--- config.mk ---
export PLATFORM = sky130hd
export DESIGN_NAME = poker_frame_parser
export DESIGN_NICKNAME = d
export VERILOG_FILES = /design/src/rtl/poker_frame_parser.sv
export SDC_FILE = /design/constraint.sdc
export NUM_CORES = 1
export LEC_CHECK = 0
export CORE_MARGIN = 2
export CORE_UTILIZATION = 40
export CTS_CLUSTER_SIZE = 10
export DETAILED_ROUTE_END_ITERATION = 10
export GPL_ROUTABILITY_DRIVEN = 0
export PLACE_DENSITY = 0.61
export SLEW_MARGIN = 5
export SYNTH_ARGS = -nofsm -noshare
export SYNTH_HDL_FRONTEND = slang
export SYNTH_SLANG_ARGS = --single-unit
--- constraint.sdc ---
create_clock -name sys_clk -period 6.24 [get_ports sys_clk]
set_input_delay 0.624 -clock sys_clk [delete_from_list [all_inputs] [get_ports sys_clk]]
set_output_delay 0.624 -clock sys_clk [all_outputs]
set_load 0.02 [all_outputs]
--- src/rtl/poker_frame_parser.sv ---
// Frame parser for the UART command stream: SOF 0xAA, CMD, N card bytes, XOR checksum.
// Frames are validated in full before hand/play/fpga-first results are released.
module poker_frame_parser #(
    parameter int HAND_SIZE   = 17,
    parameter int MAX_PLAY    = 4,
    parameter int TIMEOUT_CYC = 1_000_000
) (
    input  logic                    sys_clk,
    input  logic                    sys_rst,
    input  logic [7:0]              in_data,
    input  logic                    in_flag,
    output logic                    hand_valid,
    output logic [HAND_SIZE*8-1:0]  hand_data,
    output logic                    play_valid,
    output logic [MAX_PLAY*8-1:0]   play_data,
    output logic [5:0]              play_cnt,
    output logic                    fpga_first,
    output logic                    err,
    output logic [1:0]              err_code,
    output logic [15:0]             frame_cnt,
    output logic [7:0]              err_cnt
);

    localparam int SH = (HAND_SIZE > MAX_PLAY) ? HAND_SIZE : MAX_PLAY;
    localparam int TW = (TIMEOUT_CYC > 1) ? $clog2(TIMEOUT_CYC + 1) : 1;
    localparam logic [TW-1:0] T_TERM = TW'(TIMEOUT_CYC - 1);
    localparam logic [5:0] HAND_N = 6'(HAND_SIZE);
    localparam logic [5:0] PLAY_N = 6'(MAX_PLAY);

    typedef enum logic [1:0] {S_IDLE, S_CMD, S_DATA, S_CSUM} state_t;

    state_t                  state_q, state_d;
    logic [1:0]              type_q, type_d;
    logic [5:0]              n_q, n_d;
    logic [5:0]              idx_q, idx_d;
    logic [7:0]              csum_q, csum_d;
    logic [TW-1:0]           tcnt_q, tcnt_d;
    logic [SH*8-1:0]         shadow_q, shadow_d;
    logic                    hand_valid_q, hand_valid_d;
    logic [HAND_SIZE*8-1:0]  hand_data_q, hand_data_d;
    logic                    play_valid_q, play_valid_d;
    logic [MAX_PLAY*8-1:0]   play_data_q, play_data_d;
    logic [5:0]              play_cnt_q, play_cnt_d;
    logic                    fpga_first_q, fpga_first_d;
    logic                    err_q, err_d;
    logic [1:0]              err_code_q, err_code_d;
    logic [15:0]             frame_cnt_q, frame_cnt_d;
    logic [7:0]              err_cnt_q, err_cnt_d;

    logic                    cmd_legal;
    logic                    drop;
    logic [1:0]              drop_code;

    always_comb begin
        cmd_legal = 1'b0;
        case (in_data[7:6])
            2'b00:   cmd_legal = (in_data[5:0] == HAND_N);
            2'b01:   cmd_legal = (in_data[5:0] != 6'd0) && (in_data[5:0] <= PLAY_N);
            2'b10:   cmd_legal = (in_data[5:0] == 6'd0);
            default: cmd_legal = 1'b0;
        endcase
    end

    always_comb begin
        state_d      = state_q;
        type_d       = type_q;
        n_d          = n_q;
        idx_d        = idx_q;
        csum_d       = csum_q;
        tcnt_d       = tcnt_q;
        shadow_d     = shadow_q;
        hand_valid_d = 1'b0;
        hand_data_d  = hand_data_q;
        play_valid_d = 1'b0;
        play_data_d  = play_data_q;
        play_cnt_d   = play_cnt_q;
        fpga_first_d = 1'b0;
        err_d        = 1'b0;
        err_code_d   = err_code_q;
        frame_cnt_d  = frame_cnt_q;
        err_cnt_d    = err_cnt_q;
        drop         = 1'b0;
        drop_code    = 2'd0;

        if (state_q == S_IDLE) begin
            tcnt_d = '0;
            if (in_flag && in_data == 8'hAA) begin
                state_d = S_CMD;
            end
        end else if (in_flag) begin
            // Any byte inside a frame restarts the inter-byte timer, even on the terminal count.
            tcnt_d = '0;
            case (state_q)
                S_CMD: begin
                    type_d = in_data[7:6];
                    n_d    = in_data[5:0];
                    csum_d = in_data;
                    idx_d  = 6'd0;
                    if (!cmd_legal) begin
                        drop      = 1'b1;
                        drop_code = 2'd1;
                    end else if (in_data[5:0] == 6'd0) begin
                        state_d = S_CSUM;
                    end else begin
                        state_d = S_DATA;
                    end
                end
                S_DATA: begin
                    shadow_d[int'(idx_q)*8 +: 8] = in_data;
                    csum_d = csum_q ^ in_data;
                    idx_d  = idx_q + 6'd1;
                    if (idx_q + 6'd1 == n_q) begin
                        state_d = S_CSUM;
                    end
                end
                S_CSUM: begin
                    state_d = S_IDLE;
                    if (in_data == csum_q) begin
                        frame_cnt_d = frame_cnt_q + 16'd1;
                        case (type_q)
                            2'b00: begin
                                hand_data_d  = shadow_q[HAND_SIZE*8-1:0];
                                hand_valid_d = 1'b1;
                            end
                            2'b01: begin
                                for (int i = 0; i < MAX_PLAY; i++) begin
                                    play_data_d[i*8 +: 8] = (i < int'(n_q)) ? shadow_q[i*8 +: 8] : 8'h00;
                                end
                                play_cnt_d   = n_q;
                                play_valid_d = 1'b1;
                            end
                            default: fpga_first_d = 1'b1;
                        endcase
                    end else begin
                        drop      = 1'b1;
                        drop_code = 2'd2;
                    end
                end
                default: state_d = S_IDLE;
            endcase
        end else if (tcnt_q == T_TERM) begin
            drop      = 1'b1;
            drop_code = 2'd3;
        end else begin
            tcnt_d = tcnt_q + TW'(1);
        end

        if (drop) begin
            state_d    = S_IDLE;
            err_d      = 1'b1;
            err_code_d = drop_code;
            err_cnt_d  = (err_cnt_q == 8'hFF) ? 8'hFF : err_cnt_q + 8'd1;
        end
    end

    always_ff @(posedge sys_clk) begin
        if (sys_rst) begin
            state_q      <= S_IDLE;
            type_q       <= 2'd0;
            n_q          <= 6'd0;
            idx_q        <= 6'd0;
            csum_q       <= 8'd0;
            tcnt_q       <= '0;
            shadow_q     <= '0;
            hand_valid_q <= 1'b0;
            hand_data_q  <= '0;
            play_valid_q <= 1'b0;
            play_data_q  <= '0;
            play_cnt_q   <= 6'd0;
            fpga_first_q <= 1'b0;
            err_q        <= 1'b0;
            err_code_q   <= 2'd0;
            frame_cnt_q  <= 16'd0;
            err_cnt_q    <= 8'd0;
        end else begin
            state_q      <= state_d;
            type_q       <= type_d;
            n_q          <= n_d;
            idx_q        <= idx_d;
            csum_q       <= csum_d;
            tcnt_q       <= tcnt_d;
            shadow_q     <= shadow_d;
            hand_valid_q <= hand_valid_d;
            hand_data_q  <= hand_data_d;
            play_valid_q <= play_valid_d;
            play_data_q  <= play_data_d;
            play_cnt_q   <= play_cnt_d;
            fpga_first_q <= fpga_first_d;
            err_q        <= err_d;
            err_code_q   <= err_code_d;
            frame_cnt_q  <= frame_cnt_d;
            err_cnt_q    <= err_cnt_d;
        end
    end

    assign hand_valid = hand_valid_q;
    assign hand_data  = hand_data_q;
    assign play_valid = play_valid_q;
    assign play_data  = play_data_q;
    assign play_cnt   = play_cnt_q;
    assign fpga_first = fpga_first_q;
    assign err        = err_q;
    assign err_code   = err_code_q;
    assign frame_cnt  = frame_cnt_q;
    assign err_cnt    = err_cnt_q;

endmodule

Word level (Yosys, flattened, before mapping)
Cells that the tools add are included.
{ "word_totals": {"register_bits": 384, "latchBits": 0, "ramBits": 0, "mem_bits_ro": 0, "input_bits": 11, "output_inout_bits": 204, "elab_cells": 101, "mem_count": 0} }
{ "op_classes": {"addsub": 5, "mul": 0, "div": 0, "magnitude_cmp": 5, "n_eq_ne": 15, "n_shift": 2, "n_mux": 32, "n_bitwise": 5, "reduce_logical": 20} }
{ "op_table": {"columns": ["op", "count"], "rows": [
  ["$bwmux W136", 1],
  ["$shift A8 B33 Y136 const A", 1],
  ["$shiftx A8 B33 Y136", 1],
  ["$mux W8", 5],
  ["$neg A9 Y33", 1],
  ["$add A20 B1 Y20 const B", 1],
  ["$eq A20 B20 Y1 const B", 1],
  ["$mux W2", 9],
  ["$add A16 B1 Y16 const B", 1],
  ["$eq A8 B8 Y1 const B", 2],
  ["$pmux W8 S2", 1],
  ["$lt A1 B6 Y1 const A", 2],
  ["$lt A2 B6 Y1 const A", 2],
  ["$pmux W6 S2", 1],
  ["$mux W1", 11],
  ["$reduce_and A5 Y1", 2],
  ["$reduce_and A3 Y1", 3],
  ["$add A8 B1 Y8 const B", 1],
  ["$eq A8 B8 Y1", 1],
  ["$pmux W2 S2", 2],
  ["$reduce_and A4 Y1", 2],
  ["$xor A8 B8 Y8", 1],
  ["$add A6 B1 Y6 const B", 1],
  ["$eq A2 B1 Y1 const B", 3],
  ["other kinds (17)", 28]
]} }

Logic depth before layout (Yosys ltp)
Gate-level depths: netlist (run 1).
{ "depth": {"word_depth": 8, "depth_mapped": 13, "ltp_nobuf": 9} }

Least setup slack after synthesis (run 1)
OpenSTA, ideal clock, no wires.
{ "synth_timing": {"path_kind": "register to register", "from": "reg idx_q[3]", "to": "reg shadow_q[43]", "setup_time_ns": 0.070, "arrival_ns": 2.751, "required_time_ns": 6.170, "setup_slack_ns": 3.419, "stages_incl_launch_ff": 11, "path_buffers": 2, "synth_period_minus_slack_ns": 2.821, "path_cell_list": "dfxtp_1 > clkbuf_1 > clkbuf_1 > nor3_1 > ha_1 > nor2b_1 > o2111ai_2 > nor2_4 > o2111ai_4 > or3_1 > a21oi_1"} }
{ "synth_between": {"elab_chain_cells": 3, "elab_cells_between_ends": 4, "classes_between": "add/sub: 1; shift: 2; mux: 1"} }
{ "synth_rtl": {"columns": ["element", "line", "rtl"], "rows": [
  ["from (decl)", "35", "logic [5:0] idx_q, idx_d;"],
  ["from (signal assigned)", "179", "idx_q <= idx_d;"],
  ["$neg A9 Y33 *", "109", "shadow_d[int'(idx_q)*8 +: 8] = in_data;"],
  ["$shiftx A8 B33 Y136 or $shift A8 B33 Y136 (tied branches)", "109", null],
  ["$bwmux W136 *", "109", null],
  ["to (signal assigned)", "182", "shadow_q <= shadow_d;"],
  ["to (decl)", "38", "logic [SH*8-1:0] shadow_q, shadow_d;"]
]} }
Mark *: on every way between the ends. The rest lies on a longest branch, timed or not.
A chain may end at the register's enable or synchronous reset.

Final worst setup path (run 1)
{ "layout_timing": {"from": "reg idx_q[0]", "to": "reg shadow_q[13]"} }
The elaborated chain is that of the path after synthesis.

==> impl_metrics.csv, run 1 <==
group,metric,value,unit
die,fp.dieH,198,µm
logic_synthesis,synth_seq_area_share,0.509,
clock_network,cts.repair_timing.setup_buffer_count,0,
die,coreArea,0.0374,mm²
run,max_cap_viol_count,0,
run_status,status,"finished clean",
final_layout,final_nets,1872,
timing,fmax,271,MHz
route,avgRoutedWirePerCell,17.0,µm
timing,fin_skew,0.0152,ns
timing,slew_headroom,0.101,
worst_setup_path,crit_arrival,4.16,ns
worst_setup_path,cp-start-kind,"flop",
die,rows,71,
timing,finalSetupTns,0,ns
route,drtPass1Iterations,5,
grt,grtUsageTotal,0.202,
timing,period_share,0.590,
die,ios,215,
timing,rsz0062_at_grt,"false",
logic_synthesis,synth_top_area_frac,0.509,
pwr,powerDensity,272,mW/mm²
hold_path,hold_start,"shadow_q[133]",
logic_synthesis,yosys_warnings,0,
worst_setup_path,reg2reg_from,"idx_q[0]",
worst_setup_path,r2r_slack,2.56,ns
hold_path,hold_class,"flop to flop",
placed_design,dpl.cell_count,2314,
clock_network,cts_tree,"built",
placed_design,hpwl,25400,µm
grt,grt_pass1_wl,62900,µm
worst_setup_path,slowest_stage,"dfxtp_1",
timing,setup_violations,0,
logic_synthesis,ys_ff_latch,384,
clock_network,postCtsHoldBufs,0,
placed_design,portBuffers,214,
worst_setup_path,worst_setup_path_end_kind,"flop",
route,drt_iter0_markers,562,
clock_network,cts-root-buf,"clkbuf_16",
worst_setup_path,crit_type,"flop to flop",
grt,grt_max_degree,213,
worst_setup_path,cp.required,6.72,ns
logic_synthesis,synth_cell_types,69,
clock_network,clock_path_buffers,3,
grt,grt.overflow.total,0,
clock_network,post_cts_resized,0,
worst_setup_path,path_max_fanout,20,
final_layout,layoutNonFillerInstCount,2376,
clock_network,clkLatencyLatePin,0.56,ns
timing,hold_violations,0,
pwr,p_int,4.00,mW
final_layout,drive_gt1_frac,0.0579,
die,initial_utilization,0.404,
die,dieArea,0.0393,mm²
route,vias,12200,
pwr,ir_worst_vdd,165,µV
timing,period_minus_slack,3.68,ns
worst_setup_path,max_stage_delay,0.90,ns
timing,tightest_slew,1.35,ns
pwr,clockPowerShare,0.480,
clock_network,cts_buffers,46,
timing,drv_slew,0,
pwr,p_sw_frac,0.216,
logic_synthesis,synth_area,0.0151,mm²
logic_synthesis,yosys-top-cells-area,"dfxtp_1 (51%), mux2i_1 (8.5%), nand2_1 (8.4%), a21oi_1 (6.5%), nor2_1 (4.7%)",
final_layout,syn_to_final_growth,24.3,%
route,drc,0,
logic_synthesis,async_reset_ff_frac,0,
pwr,seqPwrFrac,0.486,
logic_synthesis,synth_nets,1724,
worst_setup_path,crit_family,"simple AND/OR/NAND/NOR gates",
die,chipWidth,198,µm
grt,grt_pass1_vias,11500,
route,drt_wl_total,40400,µm
pwr,p_switching,1.11,mW
grt,antenna_found_initial,0,
clock_network,cts.sinks,384,
logic_synthesis,synth_edf_count,0,
logic_synthesis,yosys.area.top_type,"dfxtp_1",
worst_setup_path,crit_buf_inv,1,
worst_setup_path,critPathLaunch,"idx_q[0]",
route,avgViaCountPerCell,5.12,
logic_synthesis,syn_inst,1703,
clock_network,htreeDepth,2,
logic_synthesis,syn_avg_cell_area,8.87,µm²
pwr,p_leak,7.06,nW
logic_synthesis,synthFlopType,"dfxtp_1",
route,ant_nets,0,
worst_setup_path,crit_chain,"inv_1 > ha_1 > nand2_1 > nor2_1 > o211ai_2 > or3_1 > a21oi_1",
pwr,comb_power_share,0.034,
final_layout,antenna_cells,0,
clock_network,path_clk_slew,0.06,ns
## cell usage after synthesis (all sizes together), types with 6 or more instances
cell    instances
a21oi         197
a22o           32
a311oi          6
a31oi           7
and2           13
and3            9
buf            41
clkbuf         81
dfxtp         384
ha             10
inv            10
mux2i         128
nand2         345
nand2b          6
nand3          28
nand4          19
nor2          195
nor2b           9
nor3           33
nor4            9
o211ai          9
o21ai          21
or3            19
xnor2          20
xor2           24
## flip-flops by register name, indices dropped and copies added (netlist names), 6 cells and up
signal	count
hand_data	136
shadow_q	136
play_data	32
tcnt_q	20
frame_cnt	16
csum_q	8
err_cnt	8
idx_q	6
n_q	6
play_cnt	6
## per-layer routing
layer | GRT usage | vias to the layer above | part of all wire
li1 | - | 6051 | -
met4 | 0.0654 | 0 | 0.023
met1 | 0.262 | 5776 | 0.45
met2 | 0.339 | 259 | 0.47
met5 | 0 | - | 0
met3 | 0.0383 | 70 | 0.050
## through the flow
| stage | total power [mW] | util | area, µm² | worst slack [ns] | hold slack [ns] |
|---|---|---|---|---|---|
| after floorplan | 2.66 | - | 15100 | 3.42 | 0.432 |
| after global placement | 2.70 | 0.466 | 17400 | 2.19 | 0.436 |
| after detailed placement | 2.71 | 0.466 | 17400 | 2.13 | 0.445 |
| after CTS | 5.17 | 0.502 | 18800 | 2.61 | 0.444 |
| after global routing | 5.30 | 0.502 | 18800 | 2.33 | 0.451 |
| final | 5.11 | 0.502 | 18800 | 2.56 | 0.445 |
## cell families (layout without fill, tap and decap cells)
| group | after synthesis | in the layout | synth area share |
|---|---|---|---|
| buffers and inverters | 132 | 294 | 0.0383 |
| AOI/OAI and AO/OA | 297 | 297 | 0.124 |
| DFF | 384 | 384 | 0.509 |
| and+or+nand+nor | 704 | 704 | 0.206 |
| adders and majority gates | 10 | 10 | 0.00828 |
| xor gates and xnor gates | 45 | 45 | 0.0270 |
| muxes | 131 | 131 | 0.0870 |
## final cells by class
type,instances,area [µm²]
fill,3510,18600
sequential,384,7690
multi-input combinational,1187,6860
timing repair buffer,222,2220
clock buffer,57,1220
tap,511,639
clock inverter,5,104
inverter,10,37.5
## cells in the final DEF, fill, tap and decap left out, types with 24 or more instances in the layout
cell and count:
nor2_1 188, nand3_1 26, a21oi_1 195, nor3_1 31, a22o_1 32, clkbuf_16 47, mux2i_1 128, dfxtp_1 384
clkdlybuf4s50_1 213, xor2_1 24, nand2_1 340
## path summary, 6_finish.rpt
check,to,depth (start not counted)
worst min-delay path,hand_data[133],2
worst max-delay path,shadow_q[13],7
worst min register to register,hand_data[133],2
worst max register to register,shadow_q[13],7
## power by group through the flow
stage	Sequential, mW	Clock, mW	Combinational, mW
6_report	2.48	2.45	0.174
5_1_grt	2.48	2.63	0.192
4_1_cts	2.48	2.52	0.174
3_5_place_dp	2.53	0	0.174
3_3_place_gp	2.53	0	0.168
2_1_floorplan	2.53	0	0.133
## worst reg2reg max path, stage by stage (launching register included)
cell and delay, ns:
dfxtp_1 0.90, inv_1 0.15, ha_1 0.73, nand2_1 0.18
nor2_1 0.53, o211ai_2 0.46, or3_1 0.51, a21oi_1 0.15
No activity file was read; power rests on OpenSTA's default activity.
==> inputs of run 2 (changes only) <==
PLACE_DENSITY = 0.63   (was 0.61)
clock period = 3.1 ns   (was 6.24 ns; I/O delays follow)
==> run 2 against run 1 <==
  * Core utilization grew 0.85 points
  * Hold slack got worse by 0.27 ns
  * Largest cell class unchanged
  * Sequential power grew 100%
  * Die area is the same
  * Design area increased by 1.7%
  * Combinational power rose by 110%
  * Fmax is 31% higher
  * Power rose by 96%
  * Via count rose by 1.3%
  * Critical path depth is 2 higher
  * Count of clock-buffer cells in the layout shrank 4
  * Global-route usage rose by 0.34 points
==> impl_metrics.csv, run 2 (synthesis gave the netlist of run 1 again) <==
group,metric,value,unit
run_status,status,"finished clean",
final_layout,final_nets,1911,
worst_setup_path,crit_type,"flop to flop",
route,drt_iter0_markers,663,
clock_network,postCtsHoldBufs,0,
clock_network,cts.sinks,384,
clock_network,cts_buffers,45,
die,dieArea,0.0393,mm²
timing,period_minus_slack,2.81,ns
pwr,ir_worst_vdd,355,µV
worst_setup_path,cp-start-kind,"flop",
worst_setup_path,slowest_stage,"or3_1",
die,initial_utilization,0.404,
clock_network,clkLatencyLatePin,0.56,ns
placed_design,dpl.cell_count,2354,
final_layout,mostFrequentLayoutCells,"dfxtp_1 (384), nand2_1 (340), clkdlybuf4s50_1 (213)",
timing,tightest_slew,1.12,ns
timing,drv_slew,0,
clock_network,cts_tree,"built",
die,coreArea,0.0374,mm²
route,avgViaCountPerCell,5.11,
worst_setup_path,crit_chain,"buf_4 > inv_1 > ha_1 > o21ba_2 > o2111ai_2 > nor2_4 > o2111ai_4 > or3_1 > a21oi_1",
route,drtPass1Iterations,5,
timing,period_share,0.907,
timing,fmax,356,MHz
die,rows,71,
route,avgRoutedWirePerCell,16.7,µm
clock_network,path_clk_slew,0.06,ns
hold_path,hold_class,"input pin to flop",
route,vias,12300,
die,chipWidth,198,µm
grt,grt_pass1_wl,64300,µm
worst_setup_path,critPathLaunch,"idx_q[0]",
grt,grt_pass1_vias,11900,
grt,grt.overflow.total,0,
pwr,powerDensity,523,mW/mm²
pwr,p_leak,7.24,nW
clock_network,cts.repair_timing.setup_buffer_count,0,
die,ios,215,
timing,slew_headroom,0.254,
clock_network,post_cts_resized,0,
route,ant_nets,0,
hold_path,hold_start,"sys_rst",
final_layout,antenna_cells,0,
hold_path,min_to,"frame_cnt[6]",
timing,whs,0.176,ns
worst_setup_path,reg2reg_from,"idx_q[0]",
final_layout,syn_to_final_growth,26.4,%
timing,setup_violations,0,
worst_setup_path,cp.required,3.58,ns
die,fp.dieH,198,µm
run,max_cap_viol_count,0,
worst_setup_path,r2r_end,"shadow_q[43]",
timing,rsz0062_at_grt,"false",
worst_setup_path,r2r_slack,0.29,ns
worst_setup_path,reg2reg_depth,9,
worst_setup_path,max_stage_delay,0.39,ns
grt,grtUsageTotal,0.205,
worst_setup_path,path_max_fanout,19,
clock_network,cts-root-buf,"clkbuf_16",
pwr,finalPower,9.99,mW
clock_network,htreeDepth,2,
timing,fin_skew,0.0159,ns
worst_setup_path,crit_arrival,3.29,ns
timing,finalSetupTns,0,ns
final_layout,num-fill-cells,3503,
final_layout,mostFrequentLayoutCell,"dfxtp_1",
route,drt_wl_total,40300,µm
final_layout,drive_gt1_frac,0.0774,
clock_network,clock_path_buffers,3,
final_layout,layoutNonFillerInstCount,2411,
worst_setup_path,worst_setup_path_end_kind,"flop",
grt,antenna_found_initial,0,
grt,grt_max_degree,100,
timing,hold_violations,0,
route,drc,0,
hold_path,hold_depth,2,
placed_design,hpwl,26600,µm
placed_design,portBuffers,214,
## run 2: critical path: cells and delay by family (launching register included)
kind	cells	cell delay [ns]
buffers and inverters	2	0.36
and+or+nand+nor	2	0.72
adders and majority gates	1	0.32
DFF	1	0.33
AOI/OAI and AO/OA	4	1.00
## run 2: final cells by class
cell class	count	area, µm²	area share
sequential	384	7690	0.403
multi-input combinational	1187	6860	0.359
timing repair buffer	262	2630	0.138
clock buffer	53	1210	0.0633
tap	511	639	0.0335
inverter	10	37.5	0.00197
clock inverter	4	23.8	0.00125
## run 2: worst max path at each step
stage,to,cells past startpoint
after global routing,shadow_q[17],9
after detailed placement,hand_data[52],8
final,shadow_q[43],9
after floorplan,shadow_q[45],10
after global placement,play_data[5],8
after CTS,shadow_q[43],9
## run 2: power breakdown
part / internal [mW] / switching [mW]
registers: 4.97 / 0.0296
clock network: 2.71 / 1.92
logic: 0.122 / 0.246
## run 2: stage by stage
stage                     utilization  area (µm²)  setup slack, ns
final                           0.510       19100            0.289
after floorplan                     -       15100            0.279
after global routing            0.510       19100           0.0875
after global placement          0.478       17900            0.329
after CTS                       0.510       19100            0.289
after detailed placement        0.478       17900            0.213
## run 2: per-layer routing
metal,vias up,share of wire,global-route usage
met3,70,0.048,0.0385
met2,272,0.47,0.338
met1,5840,0.46,0.272
met5,-,0,0
li1,6131,-,-
met4,0,0.026,0.0668
==> inputs of run 3 (changes only) <==
SETUP_SLACK_MARGIN = 0.02   (was not set)
==> results of run 3 <==
The final DEF is identical to that of run 2; final timing and power are the same.
